## src/rtl/wordexp_64_if.sv

```systemverilog
// Handshake bundle for wordexp_64: operand in, Montgomery-domain result out.
interface wordexp_64_if #(
  parameter int O_SIZE = 64
);
  logic [46:0]       qH;
  logic [O_SIZE-1:0] A;
  logic              in_valid;
  logic              in_ready;
  logic [O_SIZE-1:0] T;
  logic              out_valid;
  logic              out_ready;
  logic              err;

  modport master (
    output qH, A, in_valid, out_ready,
    input  in_ready, T, out_valid, err
  );

  modport slave (
    input  qH, A, in_valid, out_ready,
    output in_ready, T, out_valid, err
  );
endinterface

```

## src/rtl/wordexp_64.sv

```systemverilog
// Bit-serial A*2^(17*K_WORDS) mod q, q = {qH,17'h00001}.
// Optional range check of A against q: WORDEXP_RANGE_CHECK_EN.
module wordexp_64 #(
  parameter int K_WORDS = 4,
  parameter int O_SIZE  = 64
) (
  input logic         clk,
  input logic         rst,
  wordexp_64_if.slave bus
);
  localparam int N_STEPS = 17 * K_WORDS;
  localparam int CW      = $clog2(N_STEPS + 1);

  typedef enum logic [1:0] {
    IDLE,
    RUN,
    DONE
  } state_t;

  state_t            r_state;
  logic [64:0]       r_acc;
  logic [63:0]       r_q;
  logic [CW-1:0]     r_cnt;
  logic [O_SIZE-1:0] r_T;
  logic              r_in_ready;
  logic              r_out_valid;

  logic [65:0]       w_dbl;
  logic [65:0]       w_q66;
  logic [65:0]       w_nxt;
  logic              w_accept;
  logic              w_last;
  logic              w_unused;

  assign w_dbl    = {r_acc, 1'b0};
  assign w_q66    = {2'b00, r_q};
  assign w_nxt    = (w_dbl >= w_q66) ? (w_dbl - w_q66) : w_dbl;
  assign w_accept = (r_state == IDLE) && r_in_ready && bus.in_valid;
  assign w_last   = (r_cnt == CW'(N_STEPS - 1));
  assign w_unused = w_nxt[65];

`ifdef WORDEXP_RANGE_CHECK_EN
  logic r_err;
  logic r_oor;
  logic w_oor;

  assign w_oor   = 65'(bus.A) >= 65'({bus.qH, 17'h00001});
  assign bus.err = r_err;
`else
  assign bus.err = 1'b0;
`endif

  always_ff @(posedge clk or negedge rst) begin
    if (!rst) begin
      r_state     <= IDLE;
      r_acc       <= '0;
      r_q         <= '0;
      r_cnt       <= '0;
      r_T         <= '0;
      r_in_ready  <= 1'b0;
      r_out_valid <= 1'b0;
`ifdef WORDEXP_RANGE_CHECK_EN
      r_err       <= 1'b0;
      r_oor       <= 1'b0;
`endif
    end else begin
      unique case (r_state)
        IDLE: begin
          r_in_ready <= 1'b1;
          if (w_accept) begin
            r_q        <= {bus.qH, 17'h00001};
            r_acc      <= 65'(bus.A);
            r_cnt      <= '0;
            r_in_ready <= 1'b0;
            r_state    <= RUN;
`ifdef WORDEXP_RANGE_CHECK_EN
            r_oor      <= w_oor;
`endif
          end
        end
        RUN: begin
          r_acc <= w_nxt[64:0];
          r_cnt <= r_cnt + 1'b1;
`ifdef WORDEXP_RANGE_CHECK_EN
          // Out-of-range operand bypasses the doubling loop
          if (r_oor) begin
            r_T         <= '0;
            r_err       <= 1'b1;
            r_oor       <= 1'b0;
            r_out_valid <= 1'b1;
            r_state     <= DONE;
          end else
`endif
          if (w_last) begin
            r_T         <= w_nxt[O_SIZE-1:0];
            r_out_valid <= 1'b1;
            r_state     <= DONE;
          end
        end
        DONE: begin
          if (bus.out_ready) begin
            r_out_valid <= 1'b0;
            r_in_ready  <= 1'b1;
            r_state     <= IDLE;
`ifdef WORDEXP_RANGE_CHECK_EN
            r_err       <= 1'b0;
`endif
          end
        end
        default: r_state <= IDLE;
      endcase
    end
  end

  assign bus.in_ready  = r_in_ready;
  assign bus.out_valid = r_out_valid;
  assign bus.T         = r_T;
endmodule
```

## src/flat_wrapper.sv

```systemverilog
// flat-port wrapper written by rule: the top's interface ports become plain ports
module wordexp_64_flat 
#(
  parameter int K_WORDS = 4,
  parameter int O_SIZE  = 64
)
  (clk, rst, bus_qH, bus_A, bus_in_valid, bus_out_ready, bus_in_ready, bus_T, bus_out_valid, bus_err);
  wordexp_64_if #(.O_SIZE(O_SIZE)) bus_i ();
  input logic clk;
  input logic rst;
  input wire logic [$bits(bus_i.qH)-1:0] bus_qH;
  input wire logic [$bits(bus_i.A)-1:0] bus_A;
  input wire logic [$bits(bus_i.in_valid)-1:0] bus_in_valid;
  input wire logic [$bits(bus_i.out_ready)-1:0] bus_out_ready;
  output wire logic [$bits(bus_i.in_ready)-1:0] bus_in_ready;
  output wire logic [$bits(bus_i.T)-1:0] bus_T;
  output wire logic [$bits(bus_i.out_valid)-1:0] bus_out_valid;
  output wire logic [$bits(bus_i.err)-1:0] bus_err;
  assign bus_i.qH = bus_qH;
  assign bus_i.A = bus_A;
  assign bus_i.in_valid = bus_in_valid;
  assign bus_i.out_ready = bus_out_ready;
  assign bus_in_ready = bus_i.in_ready;
  assign bus_T = bus_i.T;
  assign bus_out_valid = bus_i.out_valid;
  assign bus_err = bus_i.err;
  wordexp_64 #(.K_WORDS(K_WORDS), .O_SIZE(O_SIZE)) u_core (.clk(clk), .rst(rst), .bus(bus_i));
endmodule
```

## config.mk

```make
export PLATFORM = sky130hd
export DESIGN_NAME = wordexp_64_flat
export DESIGN_NICKNAME = d
export VERILOG_FILES = /design/src/rtl/wordexp_64_if.sv /design/src/rtl/wordexp_64.sv /design/src/flat_wrapper.sv
export SDC_FILE = /design/constraint.sdc
export NUM_CORES = 1
export LEC_CHECK = 0
export BUFFER_PORTS_ARGS = -buffer_cell sky130_fd_sc_hd__buf_2
export CORE_MARGIN = 5
export CORE_UTILIZATION = 44
export DETAILED_ROUTE_END_ITERATION = 10
export HOLD_SLACK_MARGIN = 0.15
export PLACE_DENSITY = 0.61
export SYNTH_ARGS = -nofsm -noshare
export SYNTH_HDL_FRONTEND = slang
export SYNTH_SLANG_ARGS = --single-unit
```

## constraint.sdc

```tcl
create_clock -name clk -period 3.7 [get_ports clk]
set_clock_uncertainty 0.2 [all_clocks]
set_input_delay 0 -clock clk [delete_from_list [all_inputs] [get_ports clk]]
set_output_delay 0 -clock clk [all_outputs]
set_load 0.01 [all_outputs]
```

After elaboration in Yosys (flattened, before gate mapping)
Index checks and enable logic that the tools add are counted.
{ "word_totals": {"register_bits": 188, "output_inout_bits": 67} }
{ "op_classes": {"n_addsub": 2, "order_cmp": 1, "eq_ne": 6, "n_mux": 15, "reduce_logical": 12} }
{ "ops": {"columns": ["cell", "n"], "rows": [
  ["$mux W65", 2],
  ["$pmux W65 S2", 1],
  ["$ge A66 B64 Y1", 1],
  ["$sub A65 B64 Y65", 1],
  ["$pmux W7 S2", 1],
  ["$reduce_and A2 Y1", 4],
  ["$add A7 B1 Y7 const B", 1],
  ["$eq A7 B7 Y1 const B", 1],
  ["$mux W7", 1],
  ["$mux W2", 3],
  ["$pmux W2 S3", 1],
  ["$reduce_and A3 Y1", 2],
  ["$reduce_bool A2 Y1", 3],
  ["$mux W1", 4],
  ["$ne A2 B1 Y1 const B", 2],
  ["$pmux W1 S2", 2],
  ["$eq A2 B1 Y1 const B", 1],
  ["$eq A2 B2 Y1 const B", 1],
  ["$logic_and A1 B1 Y1", 2],
  ["$logic_not A2 Y1", 1],
  ["$ne A2 B2 Y1 const B", 1]
]} }

Logic depth before layout (Yosys ltp)
Gate-level depths: netlist of the first run.
{ "depth": {"depth_word": 5, "ltp_mapped": 15, "depth_no_buf": 12} }

Worst setup path after synthesis of the first run
No wires, ideal clock.
{ "synth_timing": {"kind": "reg-to-reg", "start": "register u_core.r_acc[28]", "end": "register u_core.r_T[14], in the netlist u_core.bus.T[14]", "setup_time_ns": 0.124, "arrival_ns": 2.914, "t_required_ns": 3.376, "path_slack_ns": 0.462, "path_stages_with_launch": 13, "path_buffers": 1, "synth_period_minus_slack_ns": 3.238, "cell_sequence": "dfrtp_1 > ha_1 > buf_2 > nand4_2 > nor4_4 > o221ai_2 > a21boi_2 > o21ai_4 > a211oi_4 > o21ai_4 > a2111oi_4 > a21oi_1 > a211o_1"} }
{ "synth_via": {"elab_chain_len": 2} }
{ "synth_rtl": {"columns": ["item", "line_no", "rtl"], "rows": [
  ["start: declaration", "wordexp_64.sv:21", "logic [64:0] r_acc;"],
  ["start signal: assignment", "wordexp_64.sv:72", "r_acc <= 65'(bus.A);"],
  ["start signal: assignment", "wordexp_64.sv:82", "r_acc <= w_nxt[64:0];"],
  ["$ge A66 B64 Y1", "wordexp_64.sv:37", "assign w_nxt = (w_dbl >= w_q66) ? (w_dbl - w_q66) : w_dbl;"],
  ["$mux W65", "wordexp_64.sv:37", null],
  ["end signal: assignment", "wordexp_64.sv:95", "r_T <= w_nxt[O_SIZE-1:0];"],
  ["end: declaration", "wordexp_64.sv:24", "logic [O_SIZE-1:0] r_T;"]
]} }
No other way between the ends.
A chain may end at the register's enable or synchronous reset.

Final worst setup path of the first run
{ "layout_timing": {"start": "register u_core.r_acc[18]", "end": "register u_core.r_T[10], in the netlist u_core.bus.T[10]"} }
The elaborated chain is that of the path after synthesis.

==> results of run 1 <==
## synth_stat cells (15+ instances only)
library cell               instances
sky130_fd_sc_hd__mux2i_1          28
sky130_fd_sc_hd__o21ai_0         209
sky130_fd_sc_hd__a21oi_1          96
sky130_fd_sc_hd__xnor2_1          40
sky130_fd_sc_hd__xor2_1           15
sky130_fd_sc_hd__nand2_1         178
sky130_fd_sc_hd__nand3_1          18
sky130_fd_sc_hd__a22oi_1          67
sky130_fd_sc_hd__clkbuf_1         54
sky130_fd_sc_hd__inv_1            65
sky130_fd_sc_hd__nor2_1           45
sky130_fd_sc_hd__dfrtp_1         188
sky130_fd_sc_hd__ha_1             50
sky130_fd_sc_hd__nand4_1          20
## kinds of logic (layout without fill, tap and decap cells)
logic type,after synthesis,count (layout)
mux,28,28
flops,188,188
xor+xnor,55,55
fa+ha+maj,50,50
buf+inv,142,557
other cells,1,1
compound gates,488,488
simple gates,333,333
## metrics by stage
step / std cells / utilization, % / TNS, ns / setup WS [ns] / total power [uW]
after detailed placement: 1788 / 51.15 / -0.3769 / -0.07273 / 14080
after global routing: 2030 / 62.64 / -0.1424 / -0.03642 / 18090
after global placement: 1788 / 51.15 / 0 / 0.01840 / 13930
after floorplan: 1285 / - / 0 / 0.4616 / 10760
after CTS: 2020 / 61.65 / 0 / 0.002850 / 16320
final: 2030 / 62.64 / 0 / 0.1099 / 16670
## worst max-delay path: cells and delay by family (launching register included)
family          cells  cell delay (ns)
compound gates      8             1.72
buf+inv             3             0.53
simple gates        1             0.12
xor+xnor            1             0.12
flops               1             0.40
fa+ha+maj           1             0.38
## layer usage
| metal | global-route usage [%] | up-vias |
|---|---|---|
| li1 | - | 5402 |
| met1 | 35.36 | 5453 |
| met2 | 40.70 | 372 |
| met3 | 3.879 | 49 |
| met4 | 6.354 | 0 |
| met5 | 0 | - |
## area by class of cell
class,instances,share of cell area [%]
multi-input cells,955,38.98
flip-flops and latches,188,29.82
repair buffers,460,23.10
clock buffers,17,2.697
well taps,330,2.618
inverters,65,1.547
clock inverters,15,1.237
## final timing paths
kind | start | cells after the start | slack, ns | end
min in group asynchronous | rst | 4 | 0.49 | u_core.r_q[41]
hold / removal | bus_A[19] | 4 | 0.15 | u_core.r_acc[19]
max in group asynchronous | rst | 4 | 2.31 | u_core.r_acc[14]
setup reg to reg | u_core.r_acc[18] | 14 | 0.11 | u_core.bus.T[10]
setup / recovery | u_core.r_acc[18] | 14 | 0.11 | u_core.bus.T[10]
hold reg to reg | u_core.bus.T[28] | 2 | 0.28 | u_core.bus.T[28]
## registers in the layout (all words and copies together), names as in the netlist
signal,flops
u_core.bus.out_valid,1
u_core.r_state,2
u_core.bus.T,64
u_core.r_cnt,7
u_core.r_q,48
u_core.r_acc,65
u_core.bus.in_ready,1
## power groups by stage
stage	Clock [uW]	Combinational, uW	Sequential, uW
2_1_floorplan	0	7120	3640
3_3_place_gp	0	10300	3670
3_5_place_dp	0	10400	3690
4_1_cts	1980	10700	3660
5_1_grt	2080	12200	3800
6_report	1960	11000	3690
## timing repair
| action | 4_1_cts | 5_1_grt |
|---|---|---|
| setup buffers | 0 | 8 |
| gates resized for setup | 1 | 26 |
| gates cloned | 0 | 2 |
| hold endpoints to repair | 306 | 0 |
| pin swaps | 1 | 7 |
| hold buffers | 200 | 0 |
| endpoints found under the setup margin | 24 | 115 |
==> summary.txt, run 1 <==
Timing
  – Setup Viol. Count Final: 0
  – Final hold slack: 0.1451 ns
  – Relative slew slack: about two fifths
  – Shortest clock period the worst path allows after layout: ~3.6 ns
  – Least-Margin Pin Slew: 0.9275 ns
  – Achievable frequency: about 280 MHz
  – Number of max-slew violations in the final report: 0
  – Hold violation count in the final report: 0
  – Portion of the clock cycle consumed by the worst path in the final layout: 97.03%

Logic synthesis
  – Adder-cell share of the synthesized area: under 10%
  – Most instantiated flip-flop cell in the synthesis netlist: sky130_fd_sc_hd__dfrtp_1
  – Share of the synthesized area in the top cell type: approximately two fifths
  – Compound-cell area share of the yosys netlist: 27.03%
  – Register area share after synthesis: 41.69%
  – Count of flip-flops with a built-in enable after synthesis: 0
  – Post-synthesis instance area: 11280 um2
  – Synthesis Warnings: 0
  – Largest family of logic cells by synthesized area: compound AO/OA/AOI/OAI gates
  – Fraction of the mapped netlist area in simple logic gates: 13.77%
  – Distinct cell type count of the synthesized netlist: 71
  – Xor and xnor area share after synthesis: under 10%
  – Syn_nets: 1450
  – Per-instance average area after synthesis: 8.781 um2
  – Mux contribution to synthesized area: approximately 2.5%
  – Async set-reset flop share out of synthesis: 100.0%
  – Synth Register Bits: 188
  – Synth area leaders: sky130_fd_sc_hd__dfrtp_1 (42%), sky130_fd_sc_hd__o21ai_0 (9.3%), sky130_fd_sc_hd__nand2_1 (5.9%)
  – Most area-hungry cell type in the Yosys netlist: sky130_fd_sc_hd__dfrtp_1
  – Number of instances in the synthesized netlist: 1285

Final layout
  – Area taken by multi-input logic gates: 6148 um2
  – Leading cell types in the layout, fill and taps excluded: sky130_fd_sc_hd__o21ai_0 (205), sky130_fd_sc_hd__dlygate4sd3_1 (199), sky130_fd_sc_hd__dfrtp_1 (188)
  – Layout Nets: between 1.5k and 2k
  – Ratio of cells with drive above 1 in the final layout: approximately a fifth
  – Commonest non-fill, non-tap cell in the layout: sky130_fd_sc_hd__o21ai_0
  – Post-Layout Inst Area: approximately 16000 um2
  – FF/Latch Area: approximately 4700 um2
  – Antenna diode count: 0
  – Fillers: 2097
  – Layout area overhead: 39.80%

Route
  – Drt pass-1 iters: 5
  – Number of remaining DRC errors: 0
  – Sum of routed wire segments on met1: 16.82 mm
  – Detailed-route via count: 11.28k
  – DR vias/cell: 5.555
  – Highest metal layer used by the detailed router: met4
  – Amount of wire on met2 after detailed routing: 17.40 mm
  – Wire length reported by the detailed router: ~37 mm
  – Routed WL per cell: approximately 18 um
  – Number of DRC markers in iteration 0: 881
  – Met3 WL post-DR: 2.044 mm
  – Residual antenna-violating net count after detailed routing: 0

Worst setup path
  – Worst Setup Start Kind: register
  – Most frequent cell on the critical path: sky130_fd_sc_hd__o21ai_4
  – Critical Path End Type: register
  – Worst Path Class, Setup: register to register
  – Crit path largest cell delay: 0.41 ns
  – Slowest stage cell on the critical path: sky130_fd_sc_hd__a2111oi_4
  – Cell-by-cell listing of the critical path: ha_2, nand2_1, o32ai_2, o221ai_2, a21boi_2, o21ai_4, a211oi_4, buf_6, o21ai_4, buf_12, a2111oi_4, buf_4, xnor2_2, o21ai_1
  – Critical path data required time: 3.83 ns
  – Crit path max fanout: 5
  – Arr. time, crit path: around 3.7 ns

Power and ir drop
  – Net switching power: between 8000 and 9000 uW
  – Sequential group share of total power: around 22%
  – Power per Cell Area: 1057 nW/um2
  – Combinational cell fraction of total power: 66.1%
  – Switching Fraction: 48.54%
  – Clk pwr share: 11.8%
  – Leakage component of the power: 0.007164 uW
  – Worst voltage drop across the vdd grid: 0.0004843 V
  – Internal power consumption: 8577 uW

Floorplanning
  – Row Count: between 50 and 60
  – Area of the core region: approximately 25000 um2
  – DIE AREA: 28950 um2
  – Die width: 170.1 um
  – Total I/O pin count: 182
  – Effective utilization at floorplan: 44.81%
  – Vertical die dimension: around 170 um

Worst hold path
  – Worst Hold Class: primary input to register

Clocking
  – Clock Sinks: 188
  – Clk pin slew, worst setup/hold paths: 0.08 ns
  – Clock Root Buffer: sky130_fd_sc_hd__clkbuf_16
  – Cts bufs inserted: 17
  – Clock latency on the worst-skew pair: 0.45 ns
  – Maximum buffer depth of the clock tree: 2
  – H-tree levels: 4
  – TritonCTS clock tree: built

Global route
  – Global-route wire length before repair: just under 60 mm
  – Number of antenna violations at the first check in global routing: 0
  – Tot GR Track Use: 25.08%
  – Remaining global-route overflow: 0
  – Pin count of the biggest net entering global routing: 162
  – Number of global-route vias before repair: 11.41k

Outcome
  – Status: finished clean

Placement
  – Final weighted congestion in routability-driven placement: 0.9755
  – Port Buffers: 180
  – Post-DP Area: ~13000 um2
  – Dpl hpwl: 24.64 mm

Job
  – Maximum capacitance violations: 0
Power figures use the tool's default switching activity.
==> run 2: changes to the inputs <==
--- a/config.mk
+++ b/config.mk
@@ -5,12 +5,13 @@
 export SDC_FILE = /design/constraint.sdc
 export NUM_CORES = 1
 export LEC_CHECK = 0
-export BUFFER_PORTS_ARGS = -buffer_cell sky130_fd_sc_hd__buf_2
 export CORE_MARGIN = 5
 export CORE_UTILIZATION = 44
 export DETAILED_ROUTE_END_ITERATION = 10
+export DONT_BUFFER_PORTS = 1
+export GPL_TIMING_DRIVEN = 0
 export HOLD_SLACK_MARGIN = 0.15
-export PLACE_DENSITY = 0.61
+export PLACE_DENSITY = 0.55
 export SYNTH_ARGS = -nofsm -noshare
 export SYNTH_HDL_FRONTEND = slang
 export SYNTH_SLANG_ARGS = --single-unit
==> run 2 against run 1 <==
The flow now finishes with violations (hold timing). Die area is the same. Critical path depth shrank 1. Worst hold slack lost 1.1 ns. Critical endpoint is now u_core.bus.T[14]. Non-clock buffer count shrank 138. Largest power group unchanged. Critical path type unchanged. Utilization shrank 2.7 points.
==> summary.txt, run 2 (synthesis results as in run 1) <==
Clocking
  – H-tree levels: 4
  – Clock Root Buffer: sky130_fd_sc_hd__clkbuf_16
  – Maximum buffer depth of the clock tree: 2
  – Clock latency on the worst-skew pair: 0.45 ns
  – TritonCTS clock tree: built
  – Total of hold buffers inserted after clock tree synthesis: around 230
  – Clock Sinks: about 190
  – Cts bufs inserted: 17
  – Clk pin slew, worst setup/hold paths: 0.09 ns

Worst setup path
  – Arr. time, crit path: 3.80 ns
  – Crit path max fanout: 7
  – Worst Setup Start Kind: register
  – Worst Path Class, Setup: register to register
  – Crit path largest cell delay: 0.44 ns
  – Critical path data required time: 3.84 ns
  – Slowest stage cell on the critical path: sky130_fd_sc_hd__a2111oi_4
  – Cell-by-cell listing of the critical path: ha_4, buf_6, nand4_4, nor4_4, o221ai_4, a21boi_2, o21ai_4, a211oi_4, o21ai_4, buf_12, a2111oi_4, a21oi_1, a211o_1
  – Critical Path End Type: register
  – Most frequent cell on the critical path: sky130_fd_sc_hd__o21ai_4

Placement
  – Dpl hpwl: 26.22 mm
  – Number of instances in the placed design: 1615
  – Post-placement worst setup slack: -0.5992 ns
  – Port Buffers: 0
  – Final weighted congestion in routability-driven placement: 0.8910

Floorplanning
  – Die width: 170.1 um
  – Vertical die dimension: 170.1 um
  – Area of the core region: 25180 um2
  – Total I/O pin count: 182
  – Row Count: 58
  – Effective utilization at floorplan: 44.81%
  – DIE AREA: 28950 um2

Final layout
  – Layout area overhead: 33.84%
  – Flip-flop count of the largest register, all copies and words added: 65
  – Ratio of cells with drive above 1 in the final layout: about 8.6%
  – Layout Nets: 1714
  – Most flop-heavy register: u_core.r_acc
  – Number of standard cells in the layout, taps in and fillers out: approximately 1.9k
  – Post-layout util: 59.97%
  – Leading cell types in the layout, fill and taps excluded: sky130_fd_sc_hd__dlygate4sd3_1 (225), sky130_fd_sc_hd__o21ai_0 (207), sky130_fd_sc_hd__dfrtp_1 (188)
  – Commonest non-fill, non-tap cell in the layout: sky130_fd_sc_hd__dlygate4sd3_1

Timing
  – Portion of the clock cycle consumed by the worst path in the final layout: 98.75%
  – Relative slew slack: 30.01%
  – Unrepaired setup endpoints after global routing: true
  – Post-route setup slack: 0.04633 ns
  – Least-Margin Pin Slew: approximately 1.0 ns
  – Number of max-slew violations in the final report: 0
  – Final hold slack: -0.9585 ns
  – Shortest clock period the worst path allows after layout: 3.654 ns
  – Achievable frequency: 273.7 MHz
  – Setup Viol. Count Final: 0
  – Hold violation count in the final report: 188

Job
  – Maximum capacitance violations: 0

Power and ir drop
  – Leakage component of the power: approximately 0.0061 uW
  – Post-route total power: 16580 uW
  – Power per Cell Area: 1098 nW/um2
  – Worst voltage drop across the vdd grid: 0.0004843 V

Outcome
  – Violated checks: hold timing
  – Status: complete, but fails checks

Route
  – Detailed-route via count: 10.79k
  – DR vias/cell: 5.699
  – Number of DRC markers in iteration 0: 867
  – Drt pass-1 iters: 5
  – Routed WL per cell: ~20 um
  – Residual antenna-violating net count after detailed routing: 0
  – Wire length reported by the detailed router: between 30 and 40 mm
  – Number of remaining DRC errors: 0

Global route
  – Pin count of the biggest net entering global routing: 189
  – Remaining global-route overflow: 0
  – Tot GR Track Use: 25.70%
  – Number of global-route vias before repair: 10.85k
  – Number of antenna violations at the first check in global routing: 1
  – Global-route wire length before repair: 59.53 mm

Worst hold path
  – Worst Hold Class: primary input to async pin
[run 2: changes by cell type in the layout (fill, tap and decap cells not counted), moves of 4 or more]
cell	change
sky130_fd_sc_hd__inv_6	+4
sky130_fd_sc_hd__buf_2	-174
sky130_fd_sc_hd__dlygate4sd3_1	+26
sky130_fd_sc_hd__a2111oi_4	+4
sky130_fd_sc_hd__buf_4	-50
sky130_fd_sc_hd__clkinv_4	-4
sky130_fd_sc_hd__buf_1	+4
sky130_fd_sc_hd__mux2i_1	-4
sky130_fd_sc_hd__clkbuf_1	+51
sky130_fd_sc_hd__clkbuf_4	+5
[run 2: power breakdown]
group	internal [uW]	switching [uW]	total (uW)
clock network	970	979	1950
logic	4370	6400	10800
registers	3030	828	3860
total	8380	8200	16600
[run 2: what timing repair did]
action | in CTS | in global routing
gates cloned | 0 | 1
pin swaps | 4 | 12
setup buffers | 4 | 16
endpoints found under the setup margin | 119 | 158
gates resized for setup | 15 | 60
hold endpoints to repair | 306 | 188
[run 2: metrics by stage]
stage                     TNS (ns)  cell area [um2]
final                            0            15100
after global routing       -0.3895            15100
after CTS                        0            14650
after detailed placement    -22.45            11700
after global placement      -18.98            11700
after floorplan                  0            11280
[run 2: worst max-delay path: cells and delay by family (launching register included)]
kind / cells / cell delay, ns
AND/OR/NAND/NOR: 2 / 0.49
flip-flops: 1 / 0.43
adder cells (fa/ha/maj): 1 / 0.29
buffers and inverters: 2 / 0.29
AO/OA/AOI/OAI: 8 / 1.85
[run 2: layout make-up]
cell class / count / area, um2
flip-flops and latches: 188 / 4705
multi-input cells: 955 / 6285
fillers: 2231 / 10080
clock buffers: 17 / 425.4
inverters: 65 / 244.0
diodes: 1 / 2.502
clock inverters: 15 / 173.9
repair buffers: 246 / 2465
well taps: 330 / 412.9
plain buffers: 76 / 389.1
[run 2: layer usage]
layer  vias up  GRT usage (%)  routed length [um]
met4         0          6.736                 622
li1       5146              -                   -
met5         -              0                   0
met3        47          5.877                2328
met2       325          39.82               17170
met1      5271          36.50               17590
[run 2: worst paths after layout]
path | from | cells past startpoint | endpoint | slack (ns)
max | u_core.r_acc[28] | 13 | u_core.bus.T[14] | 0.05
min | rst | 0 | u_core.bus.T[45] | -0.96
max reg2reg | u_core.r_acc[28] | 13 | u_core.bus.T[14] | 0.05
min reg2reg | u_core.r_cnt[6] | 1 | u_core.r_cnt[6] | 0.31
max in group asynchronous | rst | 0 | u_core.bus.T[59] | 3.76
min in group clk | bus_in_valid | 3 | u_core.r_q[0] | 0.19
==> run 3: changes to the inputs <==
--- a/config.mk
+++ b/config.mk
@@ -11,7 +11,7 @@
 export DONT_BUFFER_PORTS = 1
 export GPL_TIMING_DRIVEN = 0
 export HOLD_SLACK_MARGIN = 0.15
-export PLACE_DENSITY = 0.55
+export PLACE_DENSITY = 0.57
 export SYNTH_ARGS = -nofsm -noshare
 export SYNTH_HDL_FRONTEND = slang
 export SYNTH_SLANG_ARGS = --single-unit
==> constraint.sdc (replaced) <==
create_clock -name clk -period 2.95 [get_ports clk]
set_clock_uncertainty 0.2 [all_clocks]
set_input_delay 0 -clock clk [delete_from_list [all_inputs] [get_ports clk]]
set_output_delay 0 -clock clk [all_outputs]
set_load 0.01 [all_outputs]
==> run 3 against run 2 <==
The run ends with hold timing, setup timing left. Cell count up 1.2%. Sequential cell count unchanged. Worst hold slack better by 0.0055 ns. Clock-buffer cell count unchanged. Critical endpoint is now u_core.bus.T[10].
==> summary.txt, run 3 (synthesis results as in run 1) <==
Global route
  – Pin count of the biggest net entering global routing: approximately 190
  – Global-route wire length before repair: ~63 mm
  – Tot GR Track Use: 27.12%
  – Number of antenna violations at the first check in global routing: 1
  – Number of global-route vias before repair: approximately 11k
  – Remaining global-route overflow: 0

Route
  – Drt pass-1 iters: 5
  – Residual antenna-violating net count after detailed routing: 0
  – Wire length reported by the detailed router: 39.50 mm
  – Detailed-route via count: 11.12k
  – Number of DRC markers in iteration 0: 790
  – DR vias/cell: 5.801
  – Number of remaining DRC errors: 0
  – Routed WL per cell: 20.62 um

Timing
  – Relative slew slack: around 25%
  – Shortest clock period the worst path allows after layout: 3.450 ns
  – Setup Viol. Count Final: 129
  – Achievable frequency: 289.9 MHz
  – Number of max-slew violations in the final report: 0
  – Unrepaired setup endpoints after global routing: true
  – Final hold slack: -0.9529 ns
  – Portion of the clock cycle consumed by the worst path in the final layout: 116.9%
  – Hold violation count in the final report: roughly 190
  – Least-Margin Pin Slew: 1.129 ns
  – Post-route setup slack: -0.4997 ns

Outcome
  – Violated checks: hold timing, setup timing
  – Status: complete, but fails checks

Clocking
  – Clock latency on the worst-skew pair: between 0.4 and 0.5 ns
  – TritonCTS clock tree: built
  – Total of hold buffers inserted after clock tree synthesis: about 220
  – Clock Sinks: 188
  – Clock Root Buffer: sky130_fd_sc_hd__clkbuf_16
  – Cts bufs inserted: 17
  – Maximum buffer depth of the clock tree: 2
  – H-tree levels: 4
  – Clk pin slew, worst setup/hold paths: 0.08 ns

Floorplanning
  – Area of the core region: 25180 um2
  – Die width: ~170 um
  – DIE AREA: 28950 um2
  – Effective utilization at floorplan: 44.81%
  – Total I/O pin count: around 180
  – Vertical die dimension: between 150 and 200 um
  – Row Count: between 50 and 60

Worst setup path
  – Launching point of the worst reg2reg path: u_core.r_acc[30]
  – Worst Path Class, Setup: register to register
  – Critical Path End Type: register
  – Worst Setup Start Kind: register
  – Slowest stage cell on the critical path: sky130_fd_sc_hd__dfrtp_2
  – Crit path max fanout: 6
  – Most frequent cell on the critical path: sky130_fd_sc_hd__o21ai_4
  – Worst setup path start: u_core.r_acc[30]
  – Arr. time, crit path: 3.57 ns
  – Critical path buffers and inverters: 2
  – Top cell family by delay on the critical path: compound AO/OA/AOI/OAI gates
  – Crit path largest cell delay: 0.45 ns
  – Critical path data required time: 3.07 ns
  – Cell-by-cell listing of the critical path: ha_4, nand4_4, nor4_4, o221ai_4, a21boi_2, o21ai_4, a211oi_4, o21ai_4, buf_6, a2111oi_4, buf_4, xnor2_2, o21ai_1

Final layout
  – Flip-flop count of the largest register, all copies and words added: between 60 and 70
  – Ratio of cells with drive above 1 in the final layout: 18.06%
  – Post-layout util: 65.87%
  – Leading cell types in the layout, fill and taps excluded: sky130_fd_sc_hd__dlygate4sd3_1 (224), sky130_fd_sc_hd__dfrtp_1 (181), sky130_fd_sc_hd__nand2_1 (175)
  – Commonest non-fill, non-tap cell in the layout: sky130_fd_sc_hd__dlygate4sd3_1
  – Layout Nets: 1736
  – Most flop-heavy register: u_core.r_acc
  – Layout area overhead: 47.01%

Worst hold path
  – Worst Hold Class: primary input to async pin

Placement
  – Final weighted congestion in routability-driven placement: 0.8774
  – Post-placement worst setup slack: -0.8937 ns
  – Dpl hpwl: 26.39 mm
  – Port Buffers: 0

Job
  – Maximum capacitance violations: 0
[run 3: cell type report]
cell class	count	area [um2]
fillers	2036	8594
multi-input cells	955	7425
flip-flops and latches	188	4713
repair buffers	271	2715
plain buffers	73	447.9
clock buffers	17	425.4
well taps	330	412.9
inverters	65	244.0
clock inverters	15	198.9
diodes	2	5.005
[run 3: stage by stage]
stage	TNS, ns	cells	cell area, um2
5_1_grt	-65.11	1915	16580
4_1_cts	-49.41	1907	16240
3_3_place_gp	-80.27	1615	11990
2_1_floorplan	-0.4341	1285	11570
3_5_place_dp	-84.78	1615	11990
6_report	-47.73	1916	16590
[run 3: worst reg2reg max path, cell delays in order, from the launching register on]
cell and delay (ns):
sky130_fd_sc_hd__dfrtp_2 0.45, sky130_fd_sc_hd__ha_4 0.32, sky130_fd_sc_hd__nand4_4 0.12, sky130_fd_sc_hd__nor4_4 0.39, sky130_fd_sc_hd__o221ai_4 0.18, sky130_fd_sc_hd__a21boi_2 0.24, sky130_fd_sc_hd__o21ai_4 0.10, sky130_fd_sc_hd__a211oi_4 0.32
sky130_fd_sc_hd__o21ai_4 0.11, sky130_fd_sc_hd__buf_6 0.18, sky130_fd_sc_hd__a2111oi_4 0.33, sky130_fd_sc_hd__buf_4 0.20, sky130_fd_sc_hd__xnor2_2 0.12, sky130_fd_sc_hd__o21ai_1 0.08
[run 3: metal layers]
| metal | vias up | share of wire [%] | track usage (%) |
|---|---|---|---|
| li1 | 5206 | - | - |
| met1 | 5449 | 45 | 38.61 |
| met2 | 396 | 46 | 42.52 |
| met3 | 64 | 6.4 | 4.646 |
| met4 | 0 | 2.5 | 8.299 |
| met5 | - | 0 | 0 |
[run 3: path summary, 6_finish.rpt]
path,slack [ns],endpoint,depth (start not counted)
setup / recovery,-0.50,u_core.bus.T[10],13
setup reg to reg,-0.50,u_core.bus.T[10],13
hold reg to reg,0.31,u_core.r_cnt[6],1
min in group clk,0.18,u_core.bus.out_valid,4
max in group asynchronous,3.17,u_core.r_q[0],0
hold / removal,-0.95,u_core.bus.T[44],0
[run 3: what timing repair did]
item	4_1_cts	5_1_grt
buffers inserted	32	12
resized for setup	290	77
hold endpoints to repair	306	188
pin swaps	40	34
cloned	5	0
endpoints found under the setup margin	177	177
Power of run 3 is left out: the tool's default activity adds up to more than one toggle a clock period on the data nets, which glitch-free logic cannot reach.
